--- config.mk ---
export PLATFORM = sky130hd
export DESIGN_NAME = bcd_counter_2digit
export DESIGN_NICKNAME = d
export VERILOG_FILES = /design/src/rtl/bcd_counter_2digit.sv
export SDC_FILE = /design/constraint.sdc
export NUM_CORES = 1
export LEC_CHECK = 0
export ABC_AREA = 1
export BUFFER_PORTS_ARGS = -buffer_cell sky130_fd_sc_hd__buf_2
export CAP_MARGIN = 20
export CELL_PAD_IN_SITES_DETAIL_PLACEMENT = 1
export CELL_PAD_IN_SITES_GLOBAL_PLACEMENT = 1
export CORE_UTILIZATION = 30
export CTS_BUF_LIST = sky130_fd_sc_hd__clkbuf_4 sky130_fd_sc_hd__clkbuf_8 sky130_fd_sc_hd__clkbuf_16
export DETAILED_ROUTE_END_ITERATION = 10
export GPL_ROUTABILITY_DRIVEN = 0
export PLACE_DENSITY_LB_ADDON = 0.1
export RECOVER_POWER = 50
export SYNTH_ARGS = -nofsm -noshare
export SYNTH_HDL_FRONTEND = slang
export SYNTH_SLANG_ARGS = --single-unit
--- constraint.sdc ---
create_clock -name i_clock -period 1.55 [get_ports i_clock]
set_input_delay 0.2325 -clock i_clock [delete_from_list [all_inputs] [get_ports i_clock]]
set_output_delay 0.2325 -clock i_clock [all_outputs]
set_load 0.02 [all_outputs]
--- src/rtl/bcd_counter_2digit.sv ---
// rtl/bcd_counter_2digit.sv - two-digit BCD up/down counter with clock prescaler
//
// Purpose:
//    Counts 00..99 in BCD, one step every TICK_DIV enabled clock cycles.
//    Feeds per-digit 7-segment decoders (o_bcd1 = tens, o_bcd0 = ones).
//    Supports a synchronous parallel load with clamping of non-BCD nibbles,
//    and emits a one-cycle update strobe plus a wrap pulse for cascading.
//
// Parameters:
//    TICK_DIV  clock cycles per count step (>= 1)
//
// Ports:
//    i_clock   in   1  system clock, rising edge
//    i_resetn  in   1  synchronous active-low reset
//    i_en      in   1  count enable; low freezes prescaler and count
//    i_up      in   1  1 = increment, 0 = decrement (sampled on step edge)
//    i_load    in   1  synchronous parallel load strobe
//    i_d       in   8  load value: [7:4] tens, [3:0] ones
//    o_bcd1    out  4  tens digit, registered, 0..9
//    o_bcd0    out  4  ones digit, registered, 0..9
//    o_tick    out  1  high in the cycle a newly stepped count is first visible
//    o_carry   out  1  high with o_tick when the step wrapped (99->00 / 00->99)

module bcd_counter_2digit #(
   parameter int TICK_DIV = 50000000
) (
   input  logic       i_clock,
   input  logic       i_resetn,
   input  logic       i_en,
   input  logic       i_up,
   input  logic       i_load,
   input  logic [7:0] i_d,
   output logic [3:0] o_bcd1,
   output logic [3:0] o_bcd0,
   output logic       o_tick,
   output logic       o_carry
);

   // A single-cycle divider still needs a 1-bit register to keep widths legal;
   // with TICK_DIV=1 it stays at 0 and every enabled edge is a step.
   localparam int             PW         = (TICK_DIV > 1) ? $clog2(TICK_DIV) : 1;
   localparam logic [PW-1:0]  PRESC_LAST = PW'(TICK_DIV - 1);

   logic [PW-1:0] r_presc;
   logic [3:0]    r_bcd1;
   logic [3:0]    r_bcd0;
   logic          r_tick;
   logic          r_carry;

   logic          w_step;
   logic [PW-1:0] w_presc_inc;
   logic [3:0]    w_nxt1;
   logic [3:0]    w_nxt0;
   logic          w_wrap;
   logic [3:0]    w_ld1;
   logic [3:0]    w_ld0;

   function automatic logic [3:0] clamp9(input logic [3:0] n);
      return (n > 4'd9) ? 4'd9 : n;
   endfunction

   assign w_step      = i_en && (r_presc == PRESC_LAST);
   assign w_presc_inc = r_presc + PW'(1);
   assign w_ld1       = clamp9(i_d[7:4]);
   assign w_ld0       = clamp9(i_d[3:0]);

   // Next count for a step in the sampled direction; the tens digit only
   // moves when the ones digit rolls over, and a tens rollover is the wrap.
   always_comb begin
      w_nxt1 = r_bcd1;
      w_nxt0 = r_bcd0;
      w_wrap = 1'b0;
      if (i_up) begin
         if (r_bcd0 < 4'd9) begin
            w_nxt0 = r_bcd0 + 4'd1;
         end else begin
            w_nxt0 = 4'd0;
            if (r_bcd1 < 4'd9) begin
               w_nxt1 = r_bcd1 + 4'd1;
            end else begin
               w_nxt1 = 4'd0;
               w_wrap = 1'b1;
            end
         end
      end else begin
         if (r_bcd0 > 4'd0) begin
            w_nxt0 = r_bcd0 - 4'd1;
         end else begin
            w_nxt0 = 4'd9;
            if (r_bcd1 > 4'd0) begin
               w_nxt1 = r_bcd1 - 4'd1;
            end else begin
               w_nxt1 = 4'd9;
               w_wrap = 1'b1;
            end
         end
      end
   end

   always_ff @(posedge i_clock) begin
      if (!i_resetn) begin
         r_presc <= '0;
         r_bcd1  <= 4'd0;
         r_bcd0  <= 4'd0;
         r_tick  <= 1'b0;
         r_carry <= 1'b0;
      end else if (i_load) begin
         // Load restarts the prescale period, so a would-be step is dropped.
         r_presc <= '0;
         r_bcd1  <= w_ld1;
         r_bcd0  <= w_ld0;
         r_tick  <= 1'b0;
         r_carry <= 1'b0;
      end else begin
         r_tick  <= w_step;
         r_carry <= w_step && w_wrap;
         if (i_en) begin
            r_presc <= w_step ? '0 : w_presc_inc;
         end
         if (w_step) begin
            r_bcd1 <= w_nxt1;
            r_bcd0 <= w_nxt0;
         end
      end
   end

   assign o_bcd1  = r_bcd1;
   assign o_bcd0  = r_bcd0;
   assign o_tick  = r_tick;
   assign o_carry = r_carry;

endmodule

# ---- Word-level counts from Yosys, hierarchy flattened
# Cells that the tools add are included.
dict set report word_totals {
  regBits 36
  word_cells 45
  inputBits 13
  output_inout_bits 10
}
dict set report op_classes {
  n_reduce_logical 5
  addsub 5
  n_lt_le_gt_ge 6
  n_bitwise 1
  muxes 20
  eq_ne 3
}
# op count
set op_table {}
lappend op_table {{4-bit two-way mux} 14}
lappend op_table {{26-bit by 1-bit adder with 26-bit output, second input constant} 1}
lappend op_table {{26-bit equality test, second input constant} 1}
lappend op_table {{26-bit two-way mux} 1}
lappend op_table {{4-bit by 1-bit adder with 4-bit output, second input constant} 2}
lappend op_table {{4-bit by 1-bit > comparator with 1-bit output, second input constant} 2}
lappend op_table {{4-bit > comparator, second input constant} 2}
lappend op_table {{4-bit < comparator, second input constant} 2}
lappend op_table {{4-bit by 1-bit subtractor with 4-bit output, second input constant} 2}
lappend op_table {{3-bit != test, second input constant} 2}
lappend op_table {{1-bit two-way mux} 5}
lappend op_table {{3-bit AND reduction} 1}
lappend op_table {{1-bit logical AND} 2}
lappend op_table {{2-bit nonzero test} 1}
lappend op_table {{2-bit OR reduction} 1}
lappend op_table {{1-bit NOT} 1}

# ---- Depth between registers and ports, before layout
# Gate-level depths: netlist of run 1.
dict set report logic_depth {
  ltp_word 6
  ltp_mapped 11
  ltp_nobuf 11
}

# ---- Worst setup path after synthesis of run 1
# No wires, ideal clock.
dict set report synth_path {
  path_type {reg-to-reg}
  startpoint {register r_bcd0[0], in the netlist o_bcd0[0]}
  endpoint {register r_bcd1[3], in the netlist o_bcd1[3]}
  setup_ps 113
  path_buffers 0
  required_ps 1437
  arrival_ps 1468
  setup_slack_ps -31
  synth_period_minus_slack_ps 1581
  path_stages_with_launch 11
  path_cell_list {dfxtp_1 > inv_1 > ha_1 > nand2_1 > nand2_1 > nand3_1 > nand2_1 > inv_2 > nand2_1 > nor2_1 > nor2_1}
}
dict set report synth_between {
  elab_chain_cells 3
  word_cells_on_any_way 5
  classes_between {2 x order compare; 2 x eq/ne; 1 x reduce/logical}
}
# item line
set synth_lines {}
lappend synth_lines {{start: declaration} 46} ;# logic [3:0] r_bcd0;
lappend synth_lines {{start signal: assignment} 111} ;# r_bcd0 <= w_ld0;
lappend synth_lines {{start signal: assignment} 122} ;# r_bcd0 <= w_nxt0;
lappend synth_lines {{4-bit < comparator or 4-bit by 1-bit > comparator with 1-bit output (tied branches)} {74, 86}}
lappend synth_lines {{3-bit != test (no line)} --}
lappend synth_lines {{3-bit AND reduction (no line) (*)} --}
lappend synth_lines {{end signal: assignment} 110} ;# r_bcd1 <= w_ld1;
lappend synth_lines {{end signal: assignment} 121} ;# r_bcd1 <= w_nxt1;
lappend synth_lines {{end: declaration} 45} ;# logic [3:0] r_bcd1;
# Mark *: on every way between the ends. The rest lies on a longest branch, timed or not.
# A chain may end at the register's enable or synchronous reset.

# ---- Worst setup path after layout of run 1
dict set report layout_path {
  startpoint {register r_presc[1]}
  endpoint {register r_bcd1[0], in the netlist o_bcd1[0]}
}
dict set report layout_between {
  elab_chain_cells 4
}
# item line
set layout_lines {}
lappend layout_lines {{start: declaration} 44} ;# logic [PW-1:0] r_presc;
lappend layout_lines {{start signal: assignment} 118} ;# r_presc <= w_step ? '0 : w_presc_inc;
lappend layout_lines {{26-bit equality test} 62} ;# assign w_step = i_en && (r_presc == PRESC_LAST);
lappend layout_lines {{1-bit logical AND} 62}
lappend layout_lines {{2-bit nonzero test (no line)} --}
lappend layout_lines {{3-bit AND reduction (no line)} --}
# Every way passes these cells.

==> flow_metrics.py, run 1 <==
metrics = {
    "status": {
        "status": "complete, no violations",
    },
    "worst_setup_path": {
        "crit_path_cell_trace": "ha_4 > nand2_4 > inv_4 > nand3_4 > nor2_4 > nand2_4 > nand2_8 > buf_6 > nand3_1 > nand2_1 > nor2_1",
        "startpoint": "r_presc[1]",
        "endpoint_kind": "flop",
        "critical_path.max_stage_delay_ns": 0.38,
        "launching_element_type_of_the_critical_path": "flop",
        "r2r_start": "r_presc[1]",
        "cpLargestDelayFamily": "simple AND/OR/NAND/NOR gates",
        "worst-endpoint-required_ns": 1.73,
        "critPathSlowestCell": "sky130_fd_sc_hd__dfxtp_4",
        "crit_top_cell": "sky130_fd_sc_hd__nand2_4",
        "worst-endpoint-arrival_ns": 1.72,
        "timing.critical_path.buf_inv": 2,
        "critical_path.max_fanout": 7,
        "setup.worst_path.class": "reg -> reg",
    },
    "floorplan": {
        "start_util_pct": 31.4,
        "core_area_sq_um": 7370,
        "die_area_sq_um": 8080,
        "die_h_microns": 89.9,
        "dieWidth_microns": 89.9,
        "placementRows": 31,
        "ioPinCount": 23,
    },
    "clock_tree": {
        "cts.path.max_buffers": 2,
        "tritoncts": "yes",
        "htree_levels": 2,
        "insertion_delay_ns": 0.30,
        "cts-hold-fix-buffers": 0,
        "cts_made_buffers": 5,
        "tritoncts_num_sinks": 36,
        "clockRootBuffer": "sky130_fd_sc_hd__clkbuf_8",
        "worst_setup_hold_path_clk_slew_ns": 0.08,
    },
    "placed_design": {
        "dpl_worst_slack_ns": -0.0463,
        "detailed_place_hpwl_microns": 5460,
        "port_buffers": 22,
        "post-place-cells": 491,
        "placement.cell_area_sq_um": 2700,
    },
    "final_layout": {
        "final.fill_count": 959,
        "postLayoutCellArea_sq_um": 3080,
        "design.final.nets": 430,
        "n_antenna_cell": 0,
        "fin_cells": 510,
        "share_of_final_layout_standard_cells_stronger_than_drive_strength_1_pct": 34.3,
        "flow.area_growth_from_synthesis_pct": 32.7,
    },
    "sta": {
        "worst_slack_ns": 0.0116,
        "maxClockFrequency_ghz": 0.650,
        "count_of_pins_over_their_slew_limit": 0,
        "timing_hold_violations_final": 0,
        "rsz0062_at_grt": "true",
        "hold_slack_ns": 0.290,
        "setup_viol_count_final": 0,
        "worst_clock_skew_ns": 0.0143,
        "clock_period_minus_final_worst_setup_slack_ns": 1.54,
        "timing.slew.headroom_pct": 69.9,
        "worst-slew-pin-transition_ns": 0.451,
        "post-route-period-util_pct": 99.3,
    },
    "worst_hold_path": {
        "hold_path.startpoint": "i_resetn",
        "holdCritPathClass": "in -> reg",
    },
    "pwr": {
        "leakage_uw": 0.00132,
        "power_density_nw_per_um2": 690,
        "power.internal_uw": 1470,
        "vdd_drop_max_mv": 0.334,
        "combPwrFrac_pct": 20.5,
        "totalPowerFinal_uw": 2120,
        "seqPwrFrac_pct": 45.2,
        "share_clk_of_total_power_pct": 34.3,
        "net-switching-power_uw": 648,
        "p_sw_share_pct": 30.5,
    },
    "yosys": {
        "number_of_flops_mapped_to_enable_cells_by_yosys": 0,
        "synthTopCellsByCount": "sky130_fd_sc_hd__nand2_1, sky130_fd_sc_hd__nor2_1, sky130_fd_sc_hd__dfxtp_1, sky130_fd_sc_hd__nand3_1, sky130_fd_sc_hd__inv_1",
        "yosysSeqAreaShare_pct": 31.1,
        "fraction_of_synthesized_cell_area_in_xor_and_xnor_cells_pct": 3.78,
        "syn_area_sq_um": 2320,
        "synthAdderAreaFrac_pct": 3.78,
        "yosys_register_bits": 36,
        "synth_fp_nets": 371,
        "synth_warnings": 0,
        "yosysMostFrequentCell": "sky130_fd_sc_hd__nand2_1",
        "synth_simple_gate_area_share_pct": 44.1,
        "dominant_register_cell_in_the_synthesized_netlist": "sky130_fd_sc_hd__dfxtp_1",
        "syn-instance-count": 351,
        "synth_top_family_by_area": "simple AND/OR/NAND/NOR gates",
        "synth_compound_area_share_pct": 8.86,
        "synth.largest_area_cell": "sky130_fd_sc_hd__dfxtp_1",
        "ys_top_cells_by_area": "sky130_fd_sc_hd__dfxtp_1, sky130_fd_sc_hd__nand2_1, sky130_fd_sc_hd__nor2_1",
        "synth_async_sr_flop_share_pct": 0,
        "post_synth.cell_area_avg_sq_um": 6.60,
        "synth_top_area_share_pct": 31.1,
        "yosysUniqueCellTypes": 35,
        "muxShareOfSynthArea_pct": 0,
    },
    "global_routing": {
        "grt_pass1_vias": 2336,
        "grt_pass1_wl_microns": 11600,
        "grt_start_max_net_pins": 12,
        "grt_overflow": 0,
        "antenna_violations_before_repair": 0,
        "track_usage_pct": 17.8,
    },
    "job": {
        "cap_violations": 0,
    },
    "route": {
        "drt_wirelength_microns": 7130,
        "dr.pass1.iters": 4,
        "post_drt_wl_per_cell_microns": 14.0,
        "detail_route.vias_per_cell": 4.73,
        "dr_total_vias": 2410,
        "route.antenna.remaining_nets": 0,
        "route.detailed.drc": 0,
        "dr.first_iter.drc_count": 86,
    },
}
-- cell type report --
class | instances | area, sq um | share of cell area, %
multi-input cells | 269 | 1580 | 51.3
flip-flops and latches | 36 | 734 | 23.9
repair buffers | 57 | 387 | 12.6
inverters | 41 | 160 | 5.21
well taps | 99 | 124 | 4.03
clock buffers | 6 | 82.6 | 2.69
clock inverters | 2 | 10.0 | 0.325
-- sequential cells by signal, indices dropped and copies added, names as in the netlist --
signal and count:
r_presc 26, o_bcd1 4, o_carry 1, o_tick 1, o_bcd0 4
-- metal layers --
layer  vias up  routed length [microns]  track usage (%)
met4         0                       53             4.44
met2        22                     3160             26.8
met1      1139                     3760             26.4
li1       1244                        -                -
met5         -                        0                0
met3         5                      162             2.54
-- power by group through the flow --
stage / Combinational, uW / Sequential [uW] / Clock, uW
final: 435 / 959 / 727
after global routing: 482 / 963 / 809
after CTS: 394 / 957 / 741
after detailed placement: 382 / 979 / 0
after global placement: 378 / 977 / 0
after floorplan: 213 / 1010 / 0
-- placed cells by master, fill, tap and decap left out, drive strengths merged, types with 2 or more instances in the layout --
cell type  synthesis  layout
nand2             83      83
nor2              73      73
buf                4      55
inv               40      40
nand3             38      38
dfxtp             36      36
a21oi             18      18
nor3              13      13
o21ai             12      12
clkbuf             1       8
xor2               7       7
ha                 7       7
nand4              6       6
clkinv             1       3
xnor2              3       3
o211ai             2       2
o21bai             2       2
-- kinds of logic after synthesis --
| group | Yosys count |
|---|---|
| AOI/OAI and AO/OA | 36 |
| buffers and inverters | 46 |
| and+or+nand+nor | 216 |
| xor gates and xnor gates | 10 |
| DFF | 36 |
| adders and majority gates | 7 |
-- worst paths after layout --
kind            endpoint  slack (ns)  cells past startpoint
min reg2reg  r_presc[20]        0.52                      2
min           r_presc[0]        0.29                      3
max reg2reg    o_bcd1[0]        0.01                     11
max            o_bcd1[0]        0.01                     11
-- through the flow --
step | TNS [ns] | util, %
2_1_floorplan | 0 | -
3_3_place_gp | 0 | 36.6
3_5_place_dp | -0.196 | 36.6
4_1_cts | 0 | 38.4
5_1_grt | -0.476 | 41.7
6_report | 0 | 41.7
-- timing repair --
item,in CTS,in global routing
pin swaps,2,13
buffers inserted,1,11
setup endpoints to repair,17,25
gates resized for setup,6,53
-- tightest hold or removal path: stages --
cell	delay (ns)
sky130_fd_sc_hd__buf_2	0.18
sky130_fd_sc_hd__nand3_1	0.11
sky130_fd_sc_hd__nor2_1	0.04
(Power assumes the default switching activity.)
==> inputs of run 2 (changes only) <==
--- a/config.mk
+++ b/config.mk
@@ -6,7 +6,7 @@
 export NUM_CORES = 1
 export LEC_CHECK = 0
 export ABC_AREA = 1
-export BUFFER_PORTS_ARGS = -buffer_cell sky130_fd_sc_hd__buf_2
+export BUFFER_PORTS_ARGS = -buffer_cell sky130_fd_sc_hd__clkbuf_2
 export CAP_MARGIN = 20
 export CELL_PAD_IN_SITES_DETAIL_PLACEMENT = 1
 export CELL_PAD_IN_SITES_GLOBAL_PLACEMENT = 1
@@ -19,3 +19,4 @@
 export SYNTH_ARGS = -nofsm -noshare
 export SYNTH_HDL_FRONTEND = slang
 export SYNTH_SLANG_ARGS = --single-unit
+export TNS_END_PERCENT = 20
==> run 2 against run 1 <==
  * Hold slack gained 0.020 ns
  * Via count decreased by 1.7%
  * Critical path type unchanged
  * Global-route usage hardly changed
  * Sequential share of layout area grew 0.28 points
  * Count of clock-buffer cells in the layout up 2
  * Clock power grew 2%
  * Largest power group unchanged
  * Utilization decreased by 0.70 points
  * Highest routed layer unchanged
  * Final area shrank 1.7%
  * Non-clock buffer count increased by 1
==> flow_metrics.py, run 2 (synthesis gave the netlist of run 1 again) <==
metrics = {
    "status": {
        "status": "complete, no violations",
    },
    "final_layout": {
        "regMostFlops": "r_presc",
        "n_antenna_cell": 0,
        "final_util_pct": 41.0,
        "fin_cells": 512,
        "flow.area_growth_from_synthesis_pct": 30.5,
        "design.final.nets": 432,
        "layout_common_cells": "sky130_fd_sc_hd__nand2_1, sky130_fd_sc_hd__nor2_1, sky130_fd_sc_hd__buf_4, sky130_fd_sc_hd__nand3_1, sky130_fd_sc_hd__inv_1",
        "postLayoutCellArea_sq_um": 3020,
        "share_of_final_layout_standard_cells_stronger_than_drive_strength_1_pct": 29.5,
        "largest_register_ffs": 26,
        "layout.cells.most_common": "sky130_fd_sc_hd__nand2_1",
    },
    "worst_setup_path": {
        "endpoint_kind": "flop",
        "worst-endpoint-arrival_ns": 1.66,
        "setup.worst_path.class": "reg -> reg",
        "critical_path.max_fanout": 4,
        "worst-endpoint-required_ns": 1.73,
        "critPathSlowestCell": "sky130_fd_sc_hd__dfxtp_2",
        "critical_path.max_stage_delay_ns": 0.35,
        "crit_path_cell_trace": "ha_4 > nand2_4 > inv_2 > nand3_2 > nor2_4 > nand2_4 > buf_4 > buf_4 > nand3_1 > a21oi_1",
        "launching_element_type_of_the_critical_path": "flop",
    },
    "clock_tree": {
        "insertion_delay_ns": 0.29,
        "cts-hold-fix-buffers": 0,
        "worst_setup_hold_path_clk_slew_ns": 0.07,
        "cts_made_buffers": 5,
        "tritoncts": "yes",
        "htree_levels": 2,
        "cts.path.max_buffers": 2,
        "clockRootBuffer": "sky130_fd_sc_hd__clkbuf_8",
        "tritoncts_num_sinks": 36,
    },
    "placed_design": {
        "placement.cell_area_sq_um": 2740,
        "detailed_place_hpwl_microns": 5510,
        "post-place-cells": 497,
        "port_buffers": 22,
        "dpl_worst_slack_ns": -0.0370,
    },
    "worst_hold_path": {
        "holdCritPathClass": "in -> reg",
    },
    "sta": {
        "clock_period_minus_final_worst_setup_slack_ns": 1.47,
        "timing_hold_violations_final": 0,
        "worst-slew-pin-transition_ns": 0.465,
        "setup_viol_count_final": 0,
        "maxClockFrequency_ghz": 0.679,
        "worst_slack_ns": 0.0763,
        "post-route-period-util_pct": 95.1,
        "worst_clock_skew_ns": 0.00608,
        "count_of_pins_over_their_slew_limit": 0,
        "timing.slew.headroom_pct": 69.0,
        "rsz0062_at_grt": "true",
    },
    "route": {
        "post_drt_wl_per_cell_microns": 13.5,
        "dr_total_vias": 2370,
        "wl_met1_microns": 3770,
        "detail_route.vias_per_cell": 4.63,
        "top_layer_used": "met4",
        "route.met3.wl_microns": 154,
        "routed-wl-met2_microns": 2940,
        "dr.first_iter.drc_count": 103,
        "drt_wirelength_microns": 6940,
        "dr.pass1.iters": 4,
        "route.detailed.drc": 0,
        "route.antenna.remaining_nets": 0,
    },
    "global_routing": {
        "grt_overflow": 0,
        "grt_pass1_wl_microns": 11400,
        "antenna_violations_before_repair": 0,
        "grt_start_max_net_pins": 12,
        "grt_pass1_vias": 2317,
        "track_usage_pct": 17.8,
    },
    "floorplan": {
        "ioPinCount": 23,
        "placementRows": 31,
        "core_area_sq_um": 7370,
        "die_area_sq_um": 8080,
        "die_h_microns": 89.9,
        "dieWidth_microns": 89.9,
        "start_util_pct": 31.4,
    },
    "job": {
        "cap_violations": 0,
    },
    "pwr": {
        "power_density_nw_per_um2": 701,
        "leakage_uw": 0.00132,
        "vdd_drop_max_mv": 0.335,
        "totalPowerFinal_uw": 2120,
    },
}
## run 2: metal layers
layer | vias to the layer above | global-route usage, %
met5 | - | 0
met4 | 0 | 5.51
met3 | 5 | 2.88
met2 | 24 | 26.9
met1 | 1088 | 25.7
li1 | 1253 | -
## run 2: worst paths after layout
kind | start | cells after the start | slack, ns | endpoint
worst max-delay path | r_presc[1] | 10 | 0.08 | r_presc[1]
worst min-delay path | i_resetn | 3 | 0.31 | r_presc[0]
worst max register to register | r_presc[1] | 10 | 0.08 | r_presc[1]
worst min register to register | r_presc[4] | 2 | 0.51 | r_presc[4]
## run 2: final cells by class
type	instances	area (sq um)
clock buffer	8	97.6
inverter	41	160
timing repair buffer	58	383
multi-input combinational	270	1530
fill	969	4350
tap	99	124
sequential	36	731
## run 2: critical path: cells and delay by family (launching register included)
family,cells,cell delay (ns)
and+or+nand+nor,5,0.47
AOI/OAI and AO/OA,1,0.06
adders and majority gates,1,0.15
buffers and inverters,3,0.33
DFF,1,0.35
## run 2: report_power, final
group / switching (uW) / leakage, uW / internal (uW) / total, uW
logic: 252 / 0.000977 / 164 / 416
clock network: 345 / 0.0000523 / 398 / 743
registers: 14.6 / 0.000296 / 944 / 959
## run 2: stage by stage
stage / TNS, ns / hold WS [ns]
2_1_floorplan: 0 / 0.461
3_3_place_gp: 0 / 0.510
3_5_place_dp: -0.151 / 0.521
4_1_cts: 0 / 0.304
5_1_grt: -0.151 / 0.323
6_report: 0 / 0.310
## run 2: timing repair
action	in CTS	in global routing
cloned	0	1
buffers inserted	1	5
hold endpoints to repair	0	0
gates resized for setup	3	35
setup endpoints to repair	12	24
pin swaps	2	5
